--- config.mk ---
export PLATFORM = sky130hd
export DESIGN_NAME = pipe_stage_buffer
export DESIGN_NICKNAME = d
export VERILOG_FILES = /design/src/rtl/pipe_stage_buffer.sv
export SDC_FILE = /design/constraint.sdc
export NUM_CORES = 1
export LEC_CHECK = 0
export CAP_MARGIN = 10
export CORE_MARGIN = 2
export CORE_UTILIZATION = 25
export CTS_CLUSTER_SIZE = 8
export DETAILED_ROUTE_END_ITERATION = 6
export SYNTH_ARGS = -nofsm -noshare
export SYNTH_HDL_FRONTEND = slang
export SYNTH_SLANG_ARGS = --single-unit
--- constraint.sdc ---
create_clock -name clk -period 9.8 [get_ports clk]
set_input_delay 1.96 -clock clk [delete_from_list [all_inputs] [get_ports clk]]
set_output_delay 1.96 -clock clk [all_outputs]
set_load 0.02 [all_outputs]
--- src/rtl/pipe_stage_buffer.sv ---
// Inter-stage valid/ready pipeline buffer: DEPTH-slot circular FIFO with flush and NOP bubble when empty.
// Define PIPE_STAGE_BUFFER_STATS_EN to add the saturating stall_cnt output.
module pipe_stage_buffer #(
    parameter int unsigned WIDTH = 41,
    parameter int unsigned DEPTH = 2,
    parameter int unsigned CNT_W = $clog2(DEPTH + 1)
) (
    input  logic             clk,
    input  logic             rst,
    input  logic             in_valid,
    output logic             in_ready,
    input  logic [WIDTH-1:0] in_data,
    output logic             out_valid,
    input  logic             out_ready,
    output logic [WIDTH-1:0] out_data,
    input  logic             flush,
    output logic [CNT_W-1:0] count
`ifdef PIPE_STAGE_BUFFER_STATS_EN
    ,
    output logic [15:0]      stall_cnt
`endif
);

    localparam int unsigned      PTR_W    = (DEPTH > 1) ? $clog2(DEPTH) : 1;
    localparam logic [PTR_W-1:0] LAST_PTR = PTR_W'(DEPTH - 1);
    localparam logic [CNT_W-1:0] FULL_CNT = CNT_W'(DEPTH);

    logic [WIDTH-1:0] mem_q [DEPTH];
    logic [PTR_W-1:0] wr_ptr_q, wr_ptr_d;
    logic [PTR_W-1:0] rd_ptr_q, rd_ptr_d;
    logic [CNT_W-1:0] count_q, count_d;
    logic             push_c;
    logic             pop_c;

    // Pointer wrap without assuming DEPTH is a power of two.
    function automatic logic [PTR_W-1:0] ptr_inc(input logic [PTR_W-1:0] p);
        return (p == LAST_PTR) ? '0 : p + PTR_W'(1);
    endfunction

    // Handshake and head presentation depend only on registered state.
    always_comb begin
        in_ready  = (count_q != FULL_CNT);
        out_valid = (count_q != '0);
        push_c    = in_valid && in_ready && !flush;
        pop_c     = out_valid && out_ready && !flush;
        out_data  = out_valid ? mem_q[rd_ptr_q] : '0;
        count     = count_q;
    end

    always_comb begin
        wr_ptr_d = wr_ptr_q;
        rd_ptr_d = rd_ptr_q;
        count_d  = count_q;
        if (flush) begin
            wr_ptr_d = '0;
            rd_ptr_d = '0;
            count_d  = '0;
        end else begin
            if (push_c) wr_ptr_d = ptr_inc(wr_ptr_q);
            if (pop_c)  rd_ptr_d = ptr_inc(rd_ptr_q);
            case ({push_c, pop_c})
                2'b10:   count_d = count_q + CNT_W'(1);
                2'b01:   count_d = count_q - CNT_W'(1);
                default: count_d = count_q;
            endcase
        end
    end

    always_ff @(posedge clk or posedge rst) begin
        if (rst) begin
            wr_ptr_q <= '0;
            rd_ptr_q <= '0;
            count_q  <= '0;
        end else begin
            wr_ptr_q <= wr_ptr_d;
            rd_ptr_q <= rd_ptr_d;
            count_q  <= count_d;
        end
    end

    // Storage needs no reset: count gates every read.
    always_ff @(posedge clk) begin
        if (push_c) mem_q[wr_ptr_q] <= in_data;
    end

`ifdef PIPE_STAGE_BUFFER_STATS_EN
    logic [15:0] stall_q;

    // Counts rejected offers; survives flush, cleared only by rst.
    always_ff @(posedge clk or posedge rst) begin
        if (rst) begin
            stall_q <= '0;
        end else if (in_valid && !in_ready && !flush && (stall_q != 16'hFFFF)) begin
            stall_q <= stall_q + 16'd1;
        end
    end

    assign stall_cnt = stall_q;
`else
    // Stall statistics compiled out.
`endif

endmodule
* Word level (Yosys, flattened, before mapping)
Memory sizes are Yosys's and may differ from the RTL's. Index checks and enable logic that the tools add are counted.
Storage, ports and cells: register bits after elaboration 4, latch bits 0, RAM bits 82, memory bits (read-only) 0, input bits 46, output and inout bits 45, word-level logic and storage cells 31, memories 1
Operators by class: $add $sub $neg 4, multipliers 0, div/mod/pow operators 0, magnitude comparators 0, equal/unequal tests 3, shift-type cells 0, mux-type cells 11, bitwise operators 0, reductions and logical operators 9
Memories:
- mem_q | depth 2, bits a word 41, read ports 1, clocked after memory_dff 0, write ports 1, RTL line 28 | logic [WIDTH-1:0] mem_q [DEPTH];
Operator list (count):
- 41-bit two-way mux | 1
- 1-bit two-way mux | 8
- 2-bit nonzero test | 3
- 1-bit logical AND | 4
- 2-bit case mux with 2 select lines | 1
- 3-bit nonzero test | 1
- 1-bit adder, second input constant | 2
- 2-bit by 1-bit adder with 2-bit output, second input constant | 1
- 2-bit by 1-bit == test with 1-bit output, second input constant | 1
- 2-bit == test, second input constant | 1
- 2-bit two-way mux | 1
- 2-bit inequality test, second input constant | 1
- 2-bit by 1-bit subtractor with 2-bit output, second input constant | 1
- 1-bit logical NOT | 1

* Depth between registers and ports, before layout
Gate-level depths: netlist (run 1).
depth in word-level cells 6, gate-level depth with buffers 4, gate-level depth less buffers 4

* Worst setup path after synthesis (run 1)
Ideal clock, no wire load.
path kind in2reg, start point input in_valid, end point memory mem_q[1][0] (enable), arrival 5045 ps, required time 9301 ps, path slack 4256 ps, stages on the path 2, cells stage by stage nand2_1 > nor3b_1
Between the ends: word-level cells in the longest chain between the ends 4
Ends and longest elaborated chain:
- start, declared | RTL line 10 | input logic in_valid,
- 1-bit logical AND (2 in series) | RTL line 44 | push_c = in_valid && in_ready && !flush;
- 1-bit two-way mux | RTL line 83 | if (push_c) mem_q[wr_ptr_q] <= in_data;
- 1-bit two-way mux (implied by the code) | RTL line 83
- end, declared | RTL line 28
Every way passes these cells.

* Worst setup path in the final report (run 1)
start point register count_q[0] (netlist: count[0]), end point output out_data[3]
Between the ends: word-level cells in the longest chain between the ends 2
Ends and longest elaborated chain:
- start, declared | RTL line 31 | logic [CNT_W-1:0] count_q, count_d;
- start signal, assigned | RTL line 77 | count_q <= count_d;
- 2-bit nonzero test | RTL line 43 | out_valid = (count_q != '0);
- 41-bit two-way mux | RTL line 46 | out_data = out_valid ? mem_q[rd_ptr_q] : '0;
- end, declared | RTL line 15 | output logic [WIDTH-1:0] out_data,
Every way passes these cells.

==> results of run 1 <==
==> state kept, by name (all words and copies together), names as in the netlist <==
| signal | count |
|---|---|
| wr_ptr_q | 1 |
| mem_q | 82 |
| count | 2 |
| rd_ptr_q | 1 |
==> Yosys cell counts <==
library cell,instances
edfxtp_1,82
nor2_1,43
mux2i_1,42
buf_2,5
a21oi_1,4
buf_4,4
dfrtp_1,4
inv_1,3
nor3b_1,2
o21ai_0,2
a21o_1,1
inv_2,1
nand2_1,1
nand3b_1,1
nor2b_2,1
nor3_1,1
o211ai_1,1
or2_2,1
or3_1,1
xor2_1,1
==> cell type report <==
cell class	count	area (um2)
clock inverter	2	33.8
timing repair buffer	93	923
inverter	4	15.0
tap	176	220
fill	1246	8380
sequential	86	2560
multi-input combinational	102	706
clock buffer	13	240
==> worst paths after layout <==
kind	to	slack (ns)
worst max-delay path	out_data[3]	5.44
worst max register to register	mem_q[1][40]$_DFFE_PP_	7.88
min in group asynchronous	wr_ptr_q$_DFFE_PP0P_	1.81
max in group asynchronous	rd_ptr_q$_DFFE_PP0P_	7.81
worst min-delay path	wr_ptr_q$_DFFE_PP0P_	0.62
worst min register to register	wr_ptr_q$_DFFE_PP0P_	0.62
==> power by group through the flow <==
stage / Clock [mW] / Combinational, mW / Sequential (mW)
after floorplan: 0 / 0.0599 / 0.430
after global placement: 0 / 0.119 / 0.429
after detailed placement: 0 / 0.120 / 0.430
after CTS: 0.335 / 0.121 / 0.422
after global routing: 0.353 / 0.127 / 0.423
final: 0.324 / 0.118 / 0.422
==> kinds of logic after synthesis <==
| kind of cell | after synthesis | synth area share, % |
|---|---|---|
| XOR/XNOR | 1 | 0.264 |
| multiplexers | 42 | 12.7 |
| AND/OR/NAND/NOR | 51 | 6.44 |
| flip-flops | 86 | 77.2 |
| buffers and inverters | 13 | 2.11 |
| AO/OA/AOI/OAI | 8 | 1.36 |
==> metrics by stage <==
stage | power (mW) | worst slack, ns | hold slack (ns) | cells
global route | 0.903 | 5.24 | 0.647 | 476
floorplan | 0.490 | 4.26 | 0.530 | 201
CTS | 0.878 | 5.38 | 0.615 | 476
global placement | 0.548 | 5.79 | 0.571 | 461
finish | 0.863 | 5.44 | 0.617 | 476
detailed placement | 0.550 | 5.73 | 0.609 | 461
==> worst register-to-register path: stages (launching register included) <==
cell	delay (ns)
dfrtp_1	0.46
nor2b_2	0.21
inv_2	0.08
nand2_1	0.10
nor3b_2	0.17
buf_4	0.51
==> metal layers <==
layer / wire length (um) / GRT usage (%) / share of wire [%] / vias to the layer above
met5: 0 / 0 / 0 / -
met4: 142 / 5.80 / 2.1 / 0
met3: 282 / 3.16 / 4.2 / 10
met2: 3330 / 16.7 / 50 / 52
met1: 2890 / 10.9 / 43 / 948
li1: - / - / - / 934
==> layout by cell type (no fill, tap or decap), types with 2 or more instances in the layout <==
| master | Yosys | routed |
|---|---|---|
| clkbuf_1 | 0 | 4 |
| clkbuf_16 | 0 | 9 |
| edfxtp_1 | 82 | 82 |
| mux2i_1 | 42 | 42 |
| nor2_1 | 43 | 42 |
| o21ai_0 | 2 | 2 |
| a21oi_1 | 4 | 4 |
| clkdlybuf4s50_1 | 0 | 90 |
| dfrtp_1 | 4 | 3 |
| buf_4 | 4 | 3 |
| inv_1 | 3 | 3 |
==> impl_metrics.csv, run 1 <==
group,metric,value,unit
drt,wl_per_cell,14.0,um
drt,finalWirelength,6650,um
final_layout,area_delta_synth_final,41.6,%
die,dieArea,0.0142,mm2
final_layout,post-route-util,35.9,%
critical_path,critPathMaxStageDelay,0.82,ns
drt,routed-via-count,1944,
timing,finalSetupViolCount,0,
grt,grt_pass1_vias,2030,
cts,path_clk_slew,0.06,ns
synth,synthCells,201,
critical_path,crit_arrival,2.40,ns
drt,ant_nets,0,
synth,synth_top_cell_by_area,"edfxtp_1",
die,die_h,119,um
grt,grt_overflow_total,0,
die,dieWidth,119,um
pwr,p_comb_share,13.6,%
synth,netlist_area,0.00332,mm2
place,place_congestion,0.661,
timing,slew_viol_final,0,
drt,drc,0,
critical_path,crit_start,"count[0]$_DFFE_PP0P_",
pwr,worst_ir_drop_vdd,0.0000915,V
die,ioPinCount,91,
cts,cts_buffers,9,
die,num_rows,42,
place,placement.cell_area,0.00443,mm2
cts,post_cts_resized,0,
hold_path,hold_depth,2,
critical_path,cp-start-kind,"flop",
grt,grt_max_degree,43,
critical_path,path_delay_family,"simple AND/OR/NAND/NOR gates",
synth,ys_seq_elements,86,
critical_path,r2r-start,"count[1]$_DFFE_PP0P_",
die,core,0.0131,mm2
cts,hold_buffers,0,
pwr,p_leak,1.53,nW
critical_path,path_class,"reg2out",
synth,yosysUniqueCellTypes,20,
synth,synth.avg_cell_area,16.5,um2
cts,cts_tree,"done",
synth,yosys-top-cells-area,"edfxtp_1 74%, mux2i_1 13%, nor2_1 4.9%",
cts,clk_latency,0.33,ns
cts,ctsHtreeMaxLevel,3,
critical_path,path_buf_inv,1,
cts,clockBufferDepth,2,
critical_path,crit_chain,"nor2_4 -> nor2_1 -> clkdlybuf4s50_1",
synth,synth_seq_area_share,77.2,%
final_layout,drive_gt1_share,6.67,%
timing,min_period_over_period,44.5,%
pwr,power_frac_clock,37.5,%
synth,syn_nets,247,
place,io_buffers,90,
pwr,power.share.sequential,48.9,%
grt,track_usage,9.88,%
die,start_util,25.4,%
timing,slew_headroom,32.3,%
synth,yosysTopAreaCellShare,74.2,%
timing,fin_crit,4.36,ns
timing,setup_tns,0,ns
hold_path,min_path_type,"reg2reg",
grt,antenna_found_initial,0,
run,max_cap_violations,0,
final_layout,fin_area,0.00470,mm2
pwr,p_int,671,uW
drt,avgViaCountPerCell,4.08,
synth,synth_warnings,0,
critical_path,crit_cells,3,
timing,max_freq,229,MHz
timing,rsz0062_at_grt,"no",
cts,root_buffer,"clkbuf_16",
final_layout,antennaDiodeCount,0,
place,dp_hpwl,3960,um
critical_path,worstRegToRegCells,5,
final_layout,finalNetCount,342,
cts,clkSinkCount,86,
outcome,status,"complete, no violations",
drt,firstDrtPassIters,4,
drt,drt_iter0_markers,95,
timing,hold_viol,0,
critical_path,required,7.84,ns
pwr,switchingPower,193,uW
grt,grt_pass1_wl,10400,um
pwr,switching_share,22.3,%
critical_path,cp_slowest_cell,"nor2_4",
hold_path,hp-start,"wr_ptr_q$_DFFE_PP0P_",
cts,cts_setup_buffers,0,
critical_path,critical_path.max_fanout,42,
timing,tightest_slew,1.01,ns
pwr,powerDensity,184,mW/mm2
critical_path,cp-end-kind,"output pin",
timing,finalClockSkew,0.00407,ns
Power figures use the tool's default switching activity.
==> inputs of run 2 (changes only) <==
- clock period: 9.8 -> 4.31 ns (I/O delays scaled with it)
==> run 2 against run 1 <==
Against the previous run: count of clock-buffer cells in the layout decreased by 2; total power is 130% higher; critical path depth is the same; combinational power increased by 130%; wire length down 4.3%; sequential power is 130% higher; global-route usage decreased by 0.28 points; worst hold slack got worse by 0.015 ns; clock power rose by 130%; critical endpoint is now out_data[36].
==> impl_metrics.csv, run 2 (synthesis gave the netlist of run 1 again) <==
group,metric,value,unit
timing,rsz0062_at_grt,"no",
drt,wl_per_cell,13.3,um
grt,grt_max_degree,43,
critical_path,critical_path.max_fanout,42,
drt,routed-via-count,1935,
pwr,powerDensity,417,mW/mm2
grt,grt_pass1_wl,10100,um
timing,finalClockSkew,0.00605,ns
drt,drc,0,
die,start_util,25.4,%
die,num_rows,42,
drt,ant_nets,0,
final_layout,final_common_cell,"clkdlybuf4s50_1",
grt,grt_overflow_total,0,
die,dieArea,0.0142,mm2
critical_path,cp-start-kind,"flop",
die,core,0.0131,mm2
cts,cts_buffers,9,
final_layout,area_delta_synth_final,42.3,%
pwr,worst_ir_drop_vdd,0.000187,V
pwr,total_power,1.97,mW
grt,grt_pass1_vias,2035,
run,max_cap_violations,0,
final_layout,antennaDiodeCount,0,
cts,root_buffer,"clkbuf_16",
final_layout,drive_gt1_share,7.62,%
place,io_buffers,90,
final_layout,largest_reg_flops,82,
cts,hold_buffers,0,
critical_path,cp-end-kind,"output pin",
drt,avgViaCountPerCell,4.05,
die,ioPinCount,91,
die,die_h,119,um
timing,slew_headroom,34.6,%
timing,finalSetupViolCount,0,
critical_path,path_class,"reg2out",
grt,track_usage,9.60,%
cts,post_cts_resized,0,
final_layout,final_cell_mix,"90 x clkdlybuf4s50_1, 82 x edfxtp_1, 42 x nor2_1, 42 x mux2i_1, 9 x clkbuf_16",
drt,finalWirelength,6360,um
drt,firstDrtPassIters,4,
pwr,p_leak,1.54,nW
cts,clockBufferDepth,2,
cts,cts_setup_buffers,0,
cts,ctsHtreeMaxLevel,3,
cts,clkSinkCount,86,
cts,path_clk_slew,0.06,ns
critical_path,required,3.45,ns
final_layout,fillers,1282,
timing,fin_crit,3.22,ns
timing,slew_viol_final,0,
place,place_congestion,0.706,
critical_path,crit_arrival,2.36,ns
hold_path,min_path_type,"reg2reg",
cts,clk_latency,0.34,ns
die,dieWidth,119,um
cts,cts_tree,"done",
place,dp_hpwl,4010,um
outcome,status,"complete, no violations",
grt,antenna_found_initial,0,
timing,setup_tns,0,ns
timing,hold_viol,0,
timing,tightest_slew,0.979,ns
timing,min_period_over_period,74.8,%
final_layout,largest-register,"mem_q",
final_layout,finalNetCount,343,
drt,drt_iter0_markers,72,
timing,max_freq,310,MHz
run 2: changes by cell type in the layout (fill, tap and decap cells not counted):
cell / before / now
buf_4: 3 / 4
clkbuf_1: 4 / 2
clkinv_1: 1 / 2
clkinv_2: 0 / 1
clkinvlp_4: 0 / 1
nor3b_2: 1 / 0
nor3b_4: 0 / 1
run 2: through the flow:
step	hold WS, ns	worst slack, ns	utilization [%]	instance area (um2)	cells
after floorplan	0.528	0.0829	-	3330	201
after global placement	0.573	1.45	33.9	4440	462
after detailed placement	0.602	1.39	33.9	4440	462
after CTS	0.611	0.991	36.1	4720	478
after global routing	0.675	0.916	36.1	4720	478
final	0.601	1.09	36.1	4720	478
run 2: area by class of cell:
| type | instances | area [um2] | share of cell area [%] |
|---|---|---|---|
| Sequential cell | 86 | 2560 | 54.3 |
| Timing Repair Buffer | 94 | 931 | 19.7 |
| Multi-Input combinational cell | 102 | 712 | 15.1 |
| Clock buffer | 11 | 233 | 4.93 |
| Tap cell | 176 | 220 | 4.66 |
| Clock inverter | 5 | 50.0 | 1.06 |
| Inverter | 4 | 15.0 | 0.318 |
run 2: critical path, cell delays in order, from the launching register on:
cell and delay, ns:
dfrtp_1 0.47, nor2_4 0.79, nor2_1 0.16, clkdlybuf4s50_1 0.58
run 2: path summary, 6_finish.rpt:
kind / end / startpoint / slack, ns / cells after the start
min reg2reg: wr_ptr_q$_DFFE_PP0P_ / wr_ptr_q$_DFFE_PP0P_ / 0.60 / 2
max: out_data[36] / count[0]$_DFFE_PP0P_ / 1.09 / 3
max reg2reg: mem_q[1][5]$_DFFE_PP_ / count[1]$_DFFE_PP0P_ / 2.38 / 5
min in group asynchronous: rd_ptr_q$_DFFE_PP0P_ / rst / 0.72 / 2
min: wr_ptr_q$_DFFE_PP0P_ / wr_ptr_q$_DFFE_PP0P_ / 0.60 / 2
max in group asynchronous: rd_ptr_q$_DFFE_PP0P_ / rst / 3.41 / 2
run 2: metal layers:
| metal | global-route usage (%) | share of wire, % | up-vias |
|---|---|---|---|
| li1 | - | - | 932 |
| met1 | 10.3 | 43 | 930 |
| met2 | 15.8 | 49 | 60 |
| met3 | 4.65 | 6.5 | 13 |
| met4 | 4.69 | 2.0 | 0 |
| met5 | 0 | 0 | - |
run 2: power breakdown:
group | internal (mW) | switching [mW] | total, mW
clock | 0.444 | 0.298 | 0.742
combinational | 0.131 | 0.136 | 0.267
sequential | 0.951 | 0.00932 | 0.960
